$ cat src/rtl/invaders_video_scan_if.sv
// Video fetch bus between invaders_video_scan (master) and invaders_memory (slave):
// RAM fetch request/address/data and colour PROM address/data.
interface invaders_video_scan_if;
    logic        Vid_Req;
    logic [15:0] Vid_Addr;
    logic [7:0]  Vid_Data;
    logic [10:0] Color_Prom_Addr;
    logic [7:0]  Color_In;

    modport master (
        output Vid_Req, Vid_Addr, Color_Prom_Addr,
        input  Vid_Data, Color_In
    );

    modport slave (
        input  Vid_Req, Vid_Addr, Color_Prom_Addr,
        output Vid_Data, Color_In
    );
endinterface

$ cat src/rtl/invaders_video_scan.sv
// Raster timing, per-group VRAM/colour fetch and pixel serialiser for a 256x224 bitmap.
// Optional INVADERS_VIDEO_FLIP_EN adds a Flip input that mirrors the picture in both axes.
module invaders_video_scan #(
    parameter int unsigned H_TOTAL      = 320,
    parameter int unsigned H_ACTIVE     = 256,
    parameter int unsigned HS_START     = 272,
    parameter int unsigned HS_END       = 304,
    parameter int unsigned V_TOTAL      = 262,
    parameter int unsigned V_ACTIVE     = 224,
    parameter int unsigned VS_START     = 236,
    parameter int unsigned VS_END       = 239,
    parameter logic [15:0] VRAM_BASE    = 16'h2400,
    parameter int unsigned IRQ_MID_LINE = 96
) (
    input  logic Clock,
    input  logic Reset_n,
    input  logic Ce_pix,
    input  logic Color_Mode,
`ifdef INVADERS_VIDEO_FLIP_EN
    input  logic Flip,
`endif
    invaders_video_scan_if.master bus,
    output logic Pix_R,
    output logic Pix_G,
    output logic Pix_B,
    output logic Hblank,
    output logic Vblank,
    output logic Hsync,
    output logic Vsync,
    output logic Irq_Mid,
    output logic Irq_End
);

    localparam int unsigned H_W     = $clog2(H_TOTAL);
    localparam int unsigned V_W     = $clog2(V_TOTAL);
    localparam int unsigned G_TOTAL = H_TOTAL / 8;
    localparam int unsigned G_W     = ($clog2(G_TOTAL + 1) > 6) ? $clog2(G_TOTAL + 1) : 6;

    localparam logic [1:0] ST_IDLE = 2'd0;
    localparam logic [1:0] ST_ADDR = 2'd1;
    localparam logic [1:0] ST_CAPT = 2'd2;

    logic [H_W-1:0] h;
    logic [V_W-1:0] v;
    logic [1:0]     state, state_nxt;
    logic           req_nxt, fetch_start_c, fetch_skip_c, capture_c;
    logic [7:0]     hold_data, shifter;
    logic [2:0]     hold_color, shift_color;
    logic           vid_req;
    logic [15:0]    vid_addr;
    logic [10:0]    prom_addr;
    logic           flip_c;

`ifdef INVADERS_VIDEO_FLIP_EN
    assign flip_c = Flip;
`else
    assign flip_c = 1'b0;
`endif

    // Fetch target: next group, and the next line when the group index wraps
    logic [G_W-1:0] grp_c, g_c;
    logic [V_W-1:0] vt_c, row_c;
    logic [4:0]     col_c;
    logic           fetch_ok_c;
    logic [15:0]    addr_c;

    always_comb begin
        grp_c      = G_W'(h >> 3);
        g_c        = (grp_c == G_W'(G_TOTAL - 1)) ? '0 : grp_c + G_W'(1);
        vt_c       = v;
        if (g_c == '0) begin
            vt_c = (v == V_W'(V_TOTAL - 1)) ? '0 : v + V_W'(1);
        end
        fetch_ok_c = (g_c < G_W'(32)) && (vt_c < V_W'(V_ACTIVE));
        row_c      = flip_c ? V_W'(V_ACTIVE - 1) - vt_c : vt_c;
        col_c      = flip_c ? 5'd31 - g_c[4:0] : g_c[4:0];
        addr_c     = VRAM_BASE + (16'(row_c) << 5) + 16'(col_c);
    end

    // Fetch FSM: state register
    always_ff @(posedge Clock or negedge Reset_n) begin
        if (!Reset_n) begin
            state <= ST_IDLE;
        end else begin
            state <= state_nxt;
        end
    end

    // Fetch FSM: next state and control strobes
    always_comb begin
        state_nxt     = state;
        req_nxt       = 1'b0;
        fetch_start_c = 1'b0;
        fetch_skip_c  = 1'b0;
        capture_c     = 1'b0;
        case (state)
            ST_IDLE: begin
                if (Ce_pix && (h[2:0] == 3'd6)) begin
                    if (fetch_ok_c) begin
                        state_nxt     = ST_ADDR;
                        req_nxt       = 1'b1;
                        fetch_start_c = 1'b1;
                    end else begin
                        fetch_skip_c = 1'b1;
                    end
                end
            end
            ST_ADDR: state_nxt = ST_CAPT;
            ST_CAPT: begin
                capture_c = 1'b1;
                state_nxt = ST_IDLE;
            end
            default: state_nxt = ST_IDLE;
        endcase
    end

    // Capture may coincide with the group-load Ce_pix, so bypass the holding register then
    logic [7:0] load_data_c, load_bits_c;
    logic [2:0] load_color_c;
    logic       blank_c, pix_c;

    always_comb begin
        load_data_c  = capture_c ? bus.Vid_Data : hold_data;
        load_color_c = capture_c ? bus.Color_In[2:0] : hold_color;
        load_bits_c  = flip_c ? {<<{load_data_c}} : load_data_c;
        blank_c      = (h >= H_W'(H_ACTIVE)) || (v >= V_W'(V_ACTIVE));
        pix_c        = shifter[0] && !blank_c;
    end

    always_ff @(posedge Clock or negedge Reset_n) begin
        if (!Reset_n) begin
            h           <= '0;
            v           <= '0;
            vid_req     <= 1'b0;
            vid_addr    <= '0;
            prom_addr   <= '0;
            hold_data   <= '0;
            hold_color  <= '0;
            shifter     <= '0;
            shift_color <= '0;
            Pix_R       <= 1'b0;
            Pix_G       <= 1'b0;
            Pix_B       <= 1'b0;
            Hblank      <= 1'b0;
            Vblank      <= 1'b0;
            Hsync       <= 1'b0;
            Vsync       <= 1'b0;
            Irq_Mid     <= 1'b0;
            Irq_End     <= 1'b0;
        end else begin
            vid_req <= req_nxt;
            Irq_Mid <= Ce_pix && (h == '0) && (v == V_W'(IRQ_MID_LINE));
            Irq_End <= Ce_pix && (h == '0) && (v == V_W'(V_ACTIVE));
            if (fetch_start_c) begin
                vid_addr  <= addr_c;
                prom_addr <= {addr_c[12:7], addr_c[4:0]};
            end
            if (fetch_skip_c) begin
                hold_data  <= '0;
                hold_color <= '0;
            end else if (capture_c) begin
                hold_data  <= bus.Vid_Data;
                hold_color <= bus.Color_In[2:0];
            end
            if (Ce_pix) begin
                Pix_R  <= pix_c && (!Color_Mode || shift_color[0]);
                Pix_G  <= pix_c && (!Color_Mode || shift_color[2]);
                Pix_B  <= pix_c && (!Color_Mode || shift_color[1]);
                Hblank <= h >= H_W'(H_ACTIVE);
                Vblank <= v >= V_W'(V_ACTIVE);
                Hsync  <= (h >= H_W'(HS_START)) && (h < H_W'(HS_END));
                Vsync  <= (v >= V_W'(VS_START)) && (v < V_W'(VS_END));
                if (h[2:0] == 3'd7) begin
                    shifter     <= load_bits_c;
                    shift_color <= load_color_c;
                end else begin
                    shifter <= shifter >> 1;
                end
                if (h == H_W'(H_TOTAL - 1)) begin
                    h <= '0;
                    v <= (v == V_W'(V_TOTAL - 1)) ? '0 : v + V_W'(1);
                end else begin
                    h <= h + H_W'(1);
                end
            end
        end
    end

    assign bus.Vid_Req         = vid_req;
    assign bus.Vid_Addr        = vid_addr;
    assign bus.Color_Prom_Addr = prom_addr;

endmodule

$ cat src/flat_wrapper.sv
// flat-port wrapper written by rule: the top's interface ports become plain ports
module invaders_video_scan_flat 
#(
    parameter int unsigned H_TOTAL      = 320,
    parameter int unsigned H_ACTIVE     = 256,
    parameter int unsigned HS_START     = 272,
    parameter int unsigned HS_END       = 304,
    parameter int unsigned V_TOTAL      = 262,
    parameter int unsigned V_ACTIVE     = 224,
    parameter int unsigned VS_START     = 236,
    parameter int unsigned VS_END       = 239,
    parameter logic [15:0] VRAM_BASE    = 16'h2400,
    parameter int unsigned IRQ_MID_LINE = 96
)
  (Clock, Reset_n, Ce_pix, Color_Mode, Pix_R, Pix_G, Pix_B, Hblank, Vblank, Hsync, Vsync, Irq_Mid, Irq_End, bus_Vid_Req, bus_Vid_Addr, bus_Color_Prom_Addr, bus_Vid_Data, bus_Color_In);
  invaders_video_scan_if bus_i ();
  input  logic Clock;
  input  logic Reset_n;
  input  logic Ce_pix;
  input  logic Color_Mode;
  output logic Pix_R;
  output logic Pix_G;
  output logic Pix_B;
  output logic Hblank;
  output logic Vblank;
  output logic Hsync;
  output logic Vsync;
  output logic Irq_Mid;
  output logic Irq_End;
  output wire logic [$bits(bus_i.Vid_Req)-1:0] bus_Vid_Req;
  output wire logic [$bits(bus_i.Vid_Addr)-1:0] bus_Vid_Addr;
  output wire logic [$bits(bus_i.Color_Prom_Addr)-1:0] bus_Color_Prom_Addr;
  input wire logic [$bits(bus_i.Vid_Data)-1:0] bus_Vid_Data;
  input wire logic [$bits(bus_i.Color_In)-1:0] bus_Color_In;
  assign bus_Vid_Req = bus_i.Vid_Req;
  assign bus_Vid_Addr = bus_i.Vid_Addr;
  assign bus_Color_Prom_Addr = bus_i.Color_Prom_Addr;
  assign bus_i.Vid_Data = bus_Vid_Data;
  assign bus_i.Color_In = bus_Color_In;
  invaders_video_scan #(.H_TOTAL(H_TOTAL), .H_ACTIVE(H_ACTIVE), .HS_START(HS_START), .HS_END(HS_END), .V_TOTAL(V_TOTAL), .V_ACTIVE(V_ACTIVE), .VS_START(VS_START), .VS_END(VS_END), .VRAM_BASE(VRAM_BASE), .IRQ_MID_LINE(IRQ_MID_LINE)) u_core (.Clock(Clock), .Reset_n(Reset_n), .Ce_pix(Ce_pix), .Color_Mode(Color_Mode), .bus(bus_i), .Pix_R(Pix_R), .Pix_G(Pix_G), .Pix_B(Pix_B), .Hblank(Hblank), .Vblank(Vblank), .Hsync(Hsync), .Vsync(Vsync), .Irq_Mid(Irq_Mid), .Irq_End(Irq_End));
endmodule
$ cat config.mk
export PLATFORM = sky130hd
export DESIGN_NAME = invaders_video_scan_flat
export DESIGN_NICKNAME = d
export VERILOG_FILES = /design/src/rtl/invaders_video_scan_if.sv /design/src/rtl/invaders_video_scan.sv /design/src/flat_wrapper.sv
export SDC_FILE = /design/constraint.sdc
export NUM_CORES = 1
export LEC_CHECK = 0
export CAP_MARGIN = 20
export CORE_UTILIZATION = 55
export CTS_CLUSTER_DIAMETER = 30
export DETAILED_ROUTE_END_ITERATION = 6
export GPL_ROUTABILITY_DRIVEN = 0
export GPL_TIMING_DRIVEN = 0
export PLACE_DENSITY = 0.91
export RECOVER_POWER = 100
export SYNTH_ARGS = -nofsm -noshare
export SYNTH_HDL_FRONTEND = slang
export SYNTH_SLANG_ARGS = --single-unit
export TNS_END_PERCENT = 20
$ cat constraint.sdc
create_clock -name Clock -period 8.6 [get_ports Clock]
set_input_delay 1.72 -clock Clock [delete_from_list [all_inputs] [get_ports Clock]]
set_output_delay 1.72 -clock Clock [all_outputs]
set_load 0.02 [all_outputs]
==> run metrics, run 1 <==
outcome finished with violations; failing checks capacitance limit, slew limit; Reg power frac 41.8%; detailed-route wire length per cell 15.83 µm; Period Utilization, post-route 56.63%; gr ovfl total 0; Worst EP arrival 5.11 ns; post-synth cell types 47; Crit. End Element flip-flop; Core ar. 6026 µm²; CTS clk-pin slew, worst paths 0.08 ns; most frequent cells in the layout dfrtp_1, nor2_1, dlygate4sd3_1, o21ai_0, nand2_1; Final Max Slew Viols 68; # setup viols final 0; final wirelength 7648 µm; vias 2727; cell area after synthesis 3502 µm²; clk root buf clkbuf_8; Worst Path Class, Setup reg2reg; synth top area cells dfrtp_1, nor2_1, mux2_2; antenna cells 0; synthesized flop and latch total 67; IO Pins 57; max-cap viol count 1; post-synth top area share 47.87%; skew final 0.008963 ns; internal power 0.7144 mW; clock power share 30.3%; RSZ-0062 raised after global routing false; Leakage 1.990 nW; asr flop ratio synth 100.0%; combinational share of power 27.9%; Avg Cell Area, Syn 10.21 µm²; DR vias/cell 5.646; clk sinks 67; Num CTS Buffers 9; Setup Buffers After CTS 0; post-DP HPWL 5301 µm; max_slew headroom -133.7%; Reg area 1677 µm²; number of port buffers 49; CP required 8.84 ns; Post-synth top flop dfrtp_1; f_max 205.3 MHz; DRT iter0 DRCs 214; area growth from synthesis to layout 21.90%; peak supply drop 0.0001685 V; first-pass GRT wire length 12480 µm; Multi-input gate area 1546 µm²; Die ar. 6690 µm²; Synthesized Nets 373; hold buffer count at cts 0; number of nets in the layout 433; Post-synth EDFFs 0; Die X 81.80 µm; Slew @ Worst Pin 3.506 ns; largest net degree at the start of global routing 68; drt drc 0; DRT Pass-1 Iters 4; clock latency on the worst-skew pair 0.36 ns; switching share of power 31.99%; H-tree Lvls 3; Fin. Hold Viols 0; cell taking the most area after synthesis dfrtp_1; Psw 0.3360 mW; PD cells 246.1 nW/µm²; startpoint types flip-flop; Mapped Cells 343; GRT Total Usage 25.40%; starting density of the core 58.12%; worst hold path class reg2reg; vias in the first global route 2670; setup tns final 0 ns; Final Util 70.85%; Core Rows 28; die height 81.80 µm; Ys Warns 0; Resize count post-CTS 0; share of layout cells above drive strength 1 13.73%; ANT nets after route 0; fillcell total 439; initial antenna violation count 0; post-synthesis sequential area ratio 47.87%; CTS tree done; post-layout min period 4.870 ns; commonest non-fill, non-tap cell in the layout dfrtp_1; Crit Path Max Fanout 10; Clock Path Buffers 2
[cells by family (layout without fill, tap and decap cells)]
group / Yosys count / after routing / share of synthesized area (%)
flops: 67 / 67 / 47.87
xor+xnor: 15 / 15 / 3.751
buf+inv: 45 / 110 / 6.753
other cells: 1 / 1 / 0.1071
simple gates: 114 / 114 / 16.54
compound gates: 56 / 56 / 9.896
mux: 35 / 35 / 11.50
fa+ha+maj: 10 / 10 / 3.573
[power groups by stage]
stage                     Clock, mW  Sequential, mW  Combinational, mW
after floorplan                   0           0.453              0.177
after global placement            0           0.438              0.287
after detailed placement          0           0.445              0.304
after CTS                     0.319           0.440              0.310
after global routing          0.332           0.448              0.323
final                         0.318           0.439              0.293
[worst paths after layout]
check                                       startpoint                                   to  slack (ns)  cells after the start
setup / recovery               u_core.h[3]$_DFFE_PN0P_  u_core.bus.Vid_Addr[13]$_DFFE_PN0P_        3.73                     13
hold / removal             u_core.state[1]$_DFFE_PN0P_          u_core.state[1]$_DFFE_PN0P_        0.45                      1
setup reg to reg               u_core.h[3]$_DFFE_PN0P_  u_core.bus.Vid_Addr[13]$_DFFE_PN0P_        3.73                     13
hold reg to reg            u_core.state[1]$_DFFE_PN0P_          u_core.state[1]$_DFFE_PN0P_        0.45                      1
max in group asynchronous                      Reset_n   u_core.bus.Vid_Addr[5]$_DFFE_PN0P_        4.05                      1
min in group asynchronous                      Reset_n        u_core.hold_data[0]$_DFF_PN0_        2.54                      1
[critical path, cell delays in order (launching register included)]
cell and delay [ns]:
dfrtp_1 0.48, ha_1 0.32, nand2_1 0.16, o32ai_1 0.12
o211ai_1 0.71, clkbuf_1 0.40, nor2_1 0.12, xor2_1 0.16
ha_1 0.22, nand2b_1 0.08, mux2_1 0.15, nor3b_1 0.92
clkbuf_1 0.54, mux2_1 0.39
[final cells by class]
cell class | count | share of cell area (%)
Tap cell | 75 | 2.198
Clock inverter | 7 | 2.726
Buffer | 31 | 4.103
Multi-Input combinational cell | 231 | 36.23
Timing Repair Buffer | 49 | 11.34
Sequential cell | 67 | 39.27
Clock buffer | 9 | 2.902
Inverter | 14 | 1.231
[flip-flops by register name (all words and copies together) (netlist names), 3 cells and up]
| name | count |
|---|---|
| u_core.h | 9 |
| u_core.shifter | 8 |
| u_core.bus.Vid_Addr | 5 |
| u_core.v | 9 |
| u_core.bus.Color_Prom_Addr | 10 |
| u_core.hold_color | 3 |
| u_core.hold_data | 8 |
| u_core.shift_color | 3 |
[cells in the mapped netlist (6+ instances only)]
cell type  instances
a21oi_1           11
buf_2              6
buf_4             12
clkbuf_1           9
dfrtp_1           67
ha_1              10
inv_1             14
mux2_2            14
mux2_4             7
mux2i_1           14
nand2_1           17
nand3_1           13
nand4_1            6
nor2_1            44
nor2b_1            8
o21ai_0           25
o31ai_1            6
xnor2_1            6
xor2_1             9
[metal layers]
layer,up-vias,GRT usage [%],wire [µm]
met5,-,0,0
met4,0,13.68,250
li1,1285,-,-
met1,1312,30.11,3143
met3,26,4.556,375
met2,104,43.55,3878
[metrics by stage]
stage | area, µm² | cells | hold slack, ns | setup WS, ns | power (mW)
after floorplan | 3502 | 343 | 0.4178 | 5.212 | 0.6301
after global placement | 4086 | 467 | 0.4334 | 3.666 | 0.7246
after detailed placement | 4084 | 467 | 0.4398 | 4.848 | 0.7481
after CTS | 4324 | 483 | 0.4498 | 4.879 | 1.068
after global routing | 4269 | 483 | 0.4859 | 3.360 | 1.103
final | 4269 | 483 | 0.4515 | 3.730 | 1.050
Power figures use the tool's default switching activity.
==> inputs of run 2 (changes only) <==
--- a/config.mk
+++ b/config.mk
@@ -6,12 +6,12 @@
 export NUM_CORES = 1
 export LEC_CHECK = 0
 export CAP_MARGIN = 20
-export CORE_UTILIZATION = 55
+export CORE_UTILIZATION = 48
 export CTS_CLUSTER_DIAMETER = 30
 export DETAILED_ROUTE_END_ITERATION = 6
 export GPL_ROUTABILITY_DRIVEN = 0
 export GPL_TIMING_DRIVEN = 0
-export PLACE_DENSITY = 0.91
+export PLACE_DENSITY = 0.85
 export RECOVER_POWER = 100
 export SYNTH_ARGS = -nofsm -noshare
 export SYNTH_HDL_FRONTEND = slang
==> constraint.sdc (replaced) <==
create_clock -name Clock -period 4.3 [get_ports Clock]
set_input_delay 0.86 -clock Clock [delete_from_list [all_inputs] [get_ports Clock]]
set_output_delay 0.86 -clock Clock [all_outputs]
set_load 0.02 [all_outputs]
==> run 2 against run 1 <==
Compared with the run above:
- the run still ends with capacitance limit, slew limit left
- core utilization fell by 8.4 points
- non-clock buffer count did not move
- worst setup slack got worse by 3.2 ns
- cell count grew 4.3%
- total power is 95% higher
- first-iteration DRC count is 21% lower
- clock power grew 93%
- largest power group unchanged
==> run metrics, run 2 (same netlist as run 1, synthesis figures left out) <==
CTS clk-pin slew, worst paths 0.07 ns (about the same); post-placement cell count 488 (+4.5%); final wirelength 6869 µm (-10%); largest net degree at the start of global routing 68 (unchanged); Crit Path Max Fanout 10 (unchanged); first-pass GRT wire length 11510 µm (-7.8%); starting density of the core 50.71% (-7.4 points); max-cap viol count 1 (unchanged); post-DP HPWL 4877 µm (-8.0%); DRT Pass-1 Iters 4 (unchanged); PnR worst setup slack 0.5094 ns (-3.221 ns); Resize count post-CTS 0 (unchanged); post-layout min period 3.791 ns (-1.079 ns); peak supply drop 0.0003315 V (+97%); GR Util met2 32.17% (-11 points); Slew @ Worst Pin 1.607 ns (-1.899 ns); fillcell total 573 (+31%); Leakage 1.998 nW (+0.42%); DRT iter0 DRCs 168 (-21%); number of nets in the layout 433 (unchanged); Crit. End Element flip-flop; Die ar. 7641 µm² (+14%); DR vias/cell 5.175 (-8.3%); ANT nets after route 0 (unchanged); commonest non-fill, non-tap cell in the layout dfrtp_1; Period Utilization, post-route 88.15% (+32 points); clk sinks 67 (unchanged); max_slew headroom -7.145% (+130 points); CTS tree done; global-route met3 utilization 3.791% (-0.76 points); worst hold path class reg2reg; non-filler cells, final 504 (+4.3%); most frequent cells in the layout dfrtp_1, nor2_1, dlygate4sd3_1, o21ai_0, nand2_1; Worst EP arrival 4.02 ns (-1.09 ns); Power Total 2.047 mW (+95%); failing checks capacitance limit, slew limit; setup tns final 0 ns (unchanged); Core Rows 30 (+7.1%); startpoint types flip-flop; number of port buffers 49 (unchanged); Worst Path Class, Setup reg2reg; Clock Path Buffers 2 (unchanged); pre-CTS setup slack 0.6897 ns (-4.158 ns); skew final 0.005916 ns (-0.003047 ns); # setup viols final 0 (unchanged); met1 Use GR 25.82% (-4.3 points); gr ovfl total 0 (unchanged); H-tree Lvls 3 (unchanged); Final Max Slew Viols 68 (unchanged); initial antenna violation count 0 (unchanged); antenna cells 0 (unchanged); max FFs per register 10 (unchanged); CP required 4.53 ns (-4.31 ns); Fin. Hold Viols 0 (unchanged); PD cells 474.4 nW/µm² (+93%); Reg area 1677 µm² (unchanged); GRT Max-Usage Layer met2; area growth from synthesis to layout 23.19%; f_max 263.8 MHz (+28%); Core ar. 6907 µm² (+15%); Setup Buffers After CTS 0 (unchanged); Num CTS Buffers 9 (unchanged); hold buffer count at cts 0 (unchanged); clk root buf clkbuf_8; clock latency on the worst-skew pair 0.35 ns (about the same); RSZ-0062 raised after global routing false; die height 87.42 µm (+6.9%); drt drc 0 (unchanged); outcome finished with violations; Placed Area 4110 µm² (+0.64%); Multi-input gate area 1564 µm² (+1.1%); Layout Cell Area excl Fill 4314 µm² (+1.1%); share of layout cells above drive strength 1 15.20% (+1.5 points); detailed-route wire length per cell 13.63 µm (-14%); IO Pins 57 (unchanged); vias 2608 (-4.4%); vias in the first global route 2440 (-8.6%); Die X 87.42 µm (+6.9%); GRT Total Usage 19.78% (-5.6 points)
run 2: cell count changes in the layout (fill, tap and decap cells not counted), moves of 2 or more:
cell	change
mux2_4	+2
clkdlybuf4s50_1	+5
clkinv_2	-2
inv_6	+3
dlygate4sd3_1	-5
mux2_1	-2
run 2: through the flow:
step           utilization, %  hold WS (ns)
3_3_place_gp            59.55        0.4351
4_1_cts                 62.88        0.4508
3_5_place_dp            59.51        0.4392
6_report                62.46        0.4562
2_1_floorplan               -        0.4178
5_1_grt                 62.46        0.4743
run 2: cell type report:
cell class	instances	share of cell area, %
Sequential cell	67	38.86
Multi-Input combinational cell	231	36.25
Timing Repair Buffer	49	11.25
Buffer	31	4.234
Clock buffer	10	3.190
Tap cell	96	2.784
Clock inverter	6	2.204
Inverter	14	1.218
run 2: layer usage:
layer	up-vias	share of wire (%)
li1	1284	-
met1	1235	46
met2	79	48
met3	10	4.5
met4	0	1.5
met5	-	0
run 2: critical path, cell delays in order, from the launching register on:
cell and delay [ns]:
dfrtp_1 0.48, ha_1 0.31, nand2_1 0.13, o32ai_1 0.11, o211ai_2 0.43, clkbuf_1 0.36, nor2_1 0.11, xor2_1 0.15
ha_1 0.22, nand2b_1 0.08, mux2_1 0.15, nor3b_2 0.55, buf_6 0.25, mux2_1 0.34
run 2: path summary, 6_finish.rpt:
path                            slack (ns)  depth (start not counted)                        start                                        end
worst max-delay path                  0.51                         13      u_core.h[3]$_DFFE_PN0P_  u_core.bus.Color_Prom_Addr[6]$_DFFE_PN0P_
worst min-delay path                  0.46                          1  u_core.state[1]$_DFFE_PN0P_                u_core.state[1]$_DFFE_PN0P_
worst max register to register        0.51                         13      u_core.h[3]$_DFFE_PN0P_  u_core.bus.Color_Prom_Addr[6]$_DFFE_PN0P_
worst min register to register        0.46                          1  u_core.state[1]$_DFFE_PN0P_                u_core.state[1]$_DFFE_PN0P_
max in group asynchronous             2.43                          1                      Reset_n              u_core.hold_data[6]$_DFF_PN0_
min in group asynchronous             0.91                          1                      Reset_n        u_core.bus.Vid_Addr[14]$_DFFE_PN0P_
run 2: power by group:
part | switching [mW] | total [mW] | internal, mW
Clock | 0.264 | 0.613 | 0.349
Sequential | 0.0926 | 0.873 | 0.780
Combinational | 0.295 | 0.561 | 0.266
Total | 0.651 | 2.05 | 1.40
